`src/rtl/kros_pkg.sv`:
```
// Shared types and defaults for the LED pattern sequencer.
package kros_pkg;

   localparam int SEQ_W_DEF  = 6;
   localparam int STEP_W_DEF = 4;
   localparam int DATA_W_DEF = 10;

   localparam int HDR_LEN_LSB = 0;
   localparam int HDR_LEN_W   = 4;

   typedef enum logic [1:0] {
      FETCH_HDR,
      FETCH_STEP,
      RUN,
      EMPTY
   } state_e;

endpackage

```
`src/rtl/pattern_ctrl.sv`:
```
// Sequences LED pattern words out of the pattern ROM: header fetch, then one
// step word per throttle tick, with pushbutton selection of the sequence.
module pattern_ctrl
   import kros_pkg::*;
#(
   parameter int SEQ_W   = SEQ_W_DEF,
   parameter int STEP_W  = STEP_W_DEF,
   parameter int DATA_W  = DATA_W_DEF,
   parameter int ROM_LAT = 1
) (
   input  logic                      CLK_50,
   input  logic                      reset,
   input  logic                      pb_seq_up,
   input  logic                      pb_seq_dn,
   input  logic                      step_tick,
   input  logic [DATA_W-1:0]         rom_q,
   output logic [SEQ_W+STEP_W-1:0]   rom_addr,
   output logic [SEQ_W-1:0]          seq_num,
   output logic [DATA_W-1:0]         LEDR,
   output logic                      busy
);

   localparam int CNT_W = 2;

   state_e                 state_q, state_d;
   logic [CNT_W-1:0]       cnt_q,   cnt_d;
   logic [SEQ_W-1:0]       seq_q,   seq_d;
   logic [STEP_W-1:0]      step_q,  step_d;
   logic [HDR_LEN_W-1:0]   len_q,   len_d;
   logic [DATA_W-1:0]      led_q,   led_d;

   logic                   seq_chg;
   logic                   lat_done;
   logic [HDR_LEN_W-1:0]   hdr_len;

   // Up and down together cancel out and must not restart the fetch.
   assign seq_chg  = pb_seq_up ^ pb_seq_dn;
   assign lat_done = (cnt_q == CNT_W'(ROM_LAT));
   assign hdr_len  = rom_q[HDR_LEN_LSB +: HDR_LEN_W];

   // NOTE: clocked state uses non-blocking assignments so every register
   // samples the pre-edge values, independent of block evaluation order.
   always_ff @(posedge CLK_50 or posedge reset) begin
      if (reset) state_q <= FETCH_HDR;
      else       state_q <= state_d;
   end

   // NOTE: every combinational output gets a default first, so no path
   // through the block leaves a value unassigned and infers a latch.
   always_comb begin
      state_d = state_q;
      if (seq_chg) begin
         state_d = FETCH_HDR;
      end else begin
         unique case (state_q)
            FETCH_HDR:  if (lat_done) state_d = (hdr_len == '0) ? EMPTY : FETCH_STEP;
            FETCH_STEP: if (lat_done) state_d = RUN;
            RUN:        if (step_tick) state_d = FETCH_STEP;
            EMPTY:      state_d = EMPTY;
            default:    state_d = FETCH_HDR;
         endcase
      end
   end

   always_comb begin
      cnt_d  = cnt_q;
      seq_d  = seq_q;
      step_d = step_q;
      len_d  = len_q;
      led_d  = led_q;
      if (seq_chg) begin
         seq_d  = pb_seq_up ? seq_q + 1'b1 : seq_q - 1'b1;
         step_d = '0;
         cnt_d  = '0;
      end else begin
         unique case (state_q)
            FETCH_HDR: begin
               if (lat_done) begin
                  len_d = hdr_len;
                  cnt_d = '0;
                  if (hdr_len == '0) led_d  = '0;
                  else               step_d = STEP_W'(1);
               end else begin
                  cnt_d = cnt_q + 1'b1;
               end
            end
            FETCH_STEP: begin
               if (lat_done) begin
                  led_d = rom_q;
                  cnt_d = '0;
               end else begin
                  cnt_d = cnt_q + 1'b1;
               end
            end
            RUN: begin
               if (step_tick)
                  step_d = (step_q == STEP_W'(len_q)) ? STEP_W'(1) : step_q + 1'b1;
            end
            default: ;
         endcase
      end
   end

   always_ff @(posedge CLK_50 or posedge reset) begin
      if (reset) begin
         cnt_q  <= '0;
         seq_q  <= '0;
         step_q <= '0;
         len_q  <= '0;
         led_q  <= '0;
      end else begin
         cnt_q  <= cnt_d;
         seq_q  <= seq_d;
         step_q <= step_d;
         len_q  <= len_d;
         led_q  <= led_d;
      end
   end

   always_comb begin
      busy = (state_q == FETCH_HDR) || (state_q == FETCH_STEP);
   end

   assign rom_addr = {seq_q, step_q};
   assign seq_num  = seq_q;
   assign LEDR     = led_q;

endmodule

```
`config.mk`:
```
export PLATFORM = sky130hd
export DESIGN_NAME = pattern_ctrl
export DESIGN_NICKNAME = d
export VERILOG_FILES = /design/src/rtl/kros_pkg.sv /design/src/rtl/pattern_ctrl.sv
export SDC_FILE = /design/constraint.sdc
export NUM_CORES = 1
export LEC_CHECK = 0
export CELL_PAD_IN_SITES_DETAIL_PLACEMENT = 1
export CELL_PAD_IN_SITES_GLOBAL_PLACEMENT = 2
export CORE_MARGIN = 4
export CORE_UTILIZATION = 32
export DETAILED_ROUTE_END_ITERATION = 6
export PLACE_DENSITY_LB_ADDON = 0.1
export RECOVER_POWER = 50
export SLEW_MARGIN = 20
export SYNTH_ARGS = -nofsm -noshare
export SYNTH_HDL_FRONTEND = slang
export SYNTH_SLANG_ARGS = --single-unit
```
`constraint.sdc`:
```
create_clock -name CLK_50 -period 3.8 [get_ports CLK_50]
set_input_delay 1.14 -clock CLK_50 [delete_from_list [all_inputs] [get_ports CLK_50]]
set_output_delay 1.14 -clock CLK_50 [all_outputs]
set_load 0.02 [all_outputs]
```
==> impl_summary.md <==
Synth
The synthesized netlist contains 37 unique library cells. The synthesized netlist net count is between 150 and 200. By count the netlist is led by dfrtp_1 (28), nand2_1 (25), o21ai_2 (10). The library cell with the largest summed area after synthesis is dfrtp_1. The most used flip-flop cell after synthesis is dfrtp_1. Synthesis inferred 28 register bits. Yosys mapped a number of flops with a built-in enable equal to 0. The cell area after technology mapping is 1550 sq um. The number of warnings reported in the yosys synthesis log is 0.

Ranked by total cell area, the synthesized netlist is headed by dfrtp_1 (45%), nand2_1 (6.1%), o21ai_2 (5.7%), xor2_1 (4.5%), ha_1 (4.0%). The part of the Yosys area used for sequential elements is 0.453. The per-instance average area after synthesis is 10.6 sq um. Of the post-synthesis cell area, the dominant cell type holds 0.453. The post-synthesis cell count is 146. In the post-synthesis netlist, the cell with the most instances is dfrtp_1.

In the synthesized netlist the async set-or-reset flop fraction comes to 1.00.

Drt
The number of DRC markers after the initial detailed-route iteration is 11. The average via count per standard cell is 4.90. The detailed-routing iteration count for the pre-antenna-repair pass is 4. The total via count after detailed routing is 1156.

The routed length per instance is 14.2 um. The count of nets left with antenna violations once routing finished came out at 0. The wire length after detailed routing is 3.36 mm.

In the routed design, unresolved DRC markers number 0.

Timing
Setup violations remaining at the end of the flow were counted as 0. The number of pins with negative max-slew slack in the final report is 29. The post-route setup TNS is 0 ns. In this run the tightest slew margin relative to its limit is -0.00636. The number of endpoints with negative hold slack in the final report was 0.

Of the available clock period, the critical path in the final layout requires 0.845. The shortest clock period the worst path allows after layout is 3.21 ns. The clock arrives with 0.00219 ns of skew. The transition time at the pin with the least slew margin is 1.51 ns.

Setup repair after global routing left no endpoint under its margin. Across all setup checks in the final design, the least slack found is 0.591 ns. The maximum clock rate is 312 MHz.

Finish
The diode insertion count for antenna repair is 0. The area of all placed cells without fillers is 2010 sq um. The final net count is 204. The area growth from synthesis to layout is 30.0%.

In the final layout, the share of cells above drive strength 1 is 0.121. For this run, the share of the core covered by cells in the final layout is 0.428.

Worst setup path
STA classifies the critical path endpoint as a register. The type of origin of the critical path is an input pin. By startpoint and endpoint, the worst setup path is classified as input pin to register. The highest net fanout along the worst path is 16. The data arrival time of the critical path is 3.39 ns. The critical path required time is 3.98 ns.

Placed design
In this run the tool buffered the top-level ports with 41 buffer cells. Timing analysis after detailed placement gives a worst setup slack of 0.613 ns. The placed instances occupy a cell area of 1950 sq um. The final weighted congestion in routability-driven placement is 0.810. The detailed-placement wirelength estimate is 2.62 mm.

Power
The switching power as a share of total power is 0.394. The internal power of the cells totals 0.888 mW. The power share of the sequential group is 0.348. The switching power summed over all nets is 0.577 mW.

The combinational cell fraction of total power is 0.492. The clock network fraction of total power is 0.160. The total power divided by cell area is 729 nW/um^2. The largest vdd supply drop is 0.341 mV. The total leakage power is 0.879 nW.

Global route
The initial antenna violation count is 0. The maximum number of pins on one net before global-route repair is 29. The overall global routing resource usage is 0.127. For this run the aggregate overflow at the end of global routing stands at 0.

The wire length of the first global-routing pass is 6.33 mm. The via count of the first global-routing pass was between 1000 and 1500.

Clock tree
The tree is rooted in a clkbuf_8. The longest clock path from root to sink contains 2 buffers. Clock-pin slew was measured on the worst setup and hold paths at 0.10 ns. The buffers inserted during post-CTS setup optimization is 0.

The worst-skew pair later-pin latency is around 0.27 ns. The number of gates given a new drive strength after cts is 0. The number of CTS-inserted buffers is 3. In this run the number of H-tree levels came out at 1. The TritonCTS clock tree is built. The clock drives 28 sinks. In this run, post-CTS hold repair placed 0 buffers.

Floorplan
The floorplan step set the die width to approximately 77 um. The count of pins on the block boundary is 42. The die height is 77.5 um.

After floorplanning, the core was sized to cover 4690 sq um. The floorplan die area is 6000 sq um. The initial core utilization is 0.329. The site row count is 25.

Status
The run finished, with violations left. The final reports fail on capacitance limit, slew limit.

Hold path
In this run the worst hold path is classified as register to register.

Job
The tool flagged a number of max-cap violations equal to 1.
path summary, 6_finish.rpt:
| kind | from | endpoint | slack, ns | cells after the start |
|---|---|---|---|---|
| max | pb_seq_up | step_q[3]$_DFFE_PP0P_ | 0.59 | 7 |
| min | LEDR[4]$_DFFE_PP0P_ | LEDR[4]$_DFFE_PP0P_ | 0.48 | 2 |
| max reg2reg | state_q[0]$_DFFE_PP0P_ | step_q[3]$_DFFE_PP0P_ | 1.95 | 5 |
| min reg2reg | LEDR[4]$_DFFE_PP0P_ | LEDR[4]$_DFFE_PP0P_ | 0.48 | 2 |
| max in group asynchronous | reset | seq_num[4]$_DFFE_PP0P_ | 1.11 | 3 |
| min in group asynchronous | reset | seq_num[5]$_DFFE_PP0P_ | 1.81 | 3 |
layout by cell type (no fill, tap or decap), types with 4 or more instances in the layout:
master | netlist | final
a21oi_1 | 5 | 5
clkdlybuf4s50_1 | 0 | 30
dfrtp_1 | 28 | 28
dlygate4sd3_1 | 0 | 11
ha_1 | 5 | 5
inv_1 | 5 | 5
mux2_1 | 4 | 4
nand2_1 | 25 | 25
nor2_1 | 9 | 9
o21ai_2 | 10 | 10
xor2_1 | 8 | 8
kinds of logic after synthesis:
kind of cell / after synthesis / share of synthesized area
AOI/OAI and AO/OA: 29 / 0.140
xor gates and xnor gates: 11 / 0.0624
adders and majority gates: 6 / 0.0534
buffers and inverters: 16 / 0.0721
DFF: 28 / 0.453
muxes: 7 / 0.0502
and+or+nand+nor: 49 / 0.168
per-layer routing:
| metal | global-route usage | part of all wire | vias to the layer above |
|---|---|---|---|
| met4 | 0.0160 | 0.0036 | 0 |
| met2 | 0.212 | 0.47 | 28 |
| met5 | 0 | 0 | - |
| li1 | - | - | 564 |
| met1 | 0.168 | 0.47 | 562 |
| met3 | 0.0348 | 0.049 | 2 |
state kept, by name, summed over array words and instances, names as in the netlist:
signal / count
LEDR: 10
seq_num: 6
len_q: 4
step_q: 4
cnt_q: 2
state_q: 2
power by group through the flow:
stage	Sequential [mW]	Clock [mW]	Combinational, mW
4_1_cts	0.515	0.247	0.743
3_3_place_gp	0.516	0	0.722
2_1_floorplan	0.561	0	0.445
6_report	0.510	0.235	0.720
3_5_place_dp	0.521	0	0.737
5_1_grt	0.536	0.259	0.796
stage by stage:
stage | hold WS (ns) | instances | power [mW]
after floorplan | 0.478 | 146 | 1.01
after global placement | 0.458 | 232 | 1.24
after detailed placement | 0.465 | 232 | 1.26
after CTS | 0.490 | 236 | 1.50
after global routing | 0.517 | 236 | 1.59
final | 0.476 | 236 | 1.46
worst max-delay path: stages:
cell and delay (ns):
dlygate4sd3_1 0.62, nor2b_4 0.17, or2_1 0.13, clkbuf_1 0.66, a211oi_2 0.18, nand2b_1 0.22
o311ai_1 0.26
layout make-up:
class,instances,area [sq um]
flip-flops and latches,28,701
well taps,54,67.6
inverters,5,18.8
multi-input cells,102,733
repair buffers,43,418
clock buffers,3,41.3
clock inverters,1,30.0
fillers,540,2680
No activity file was read; power rests on OpenSTA's default activity.
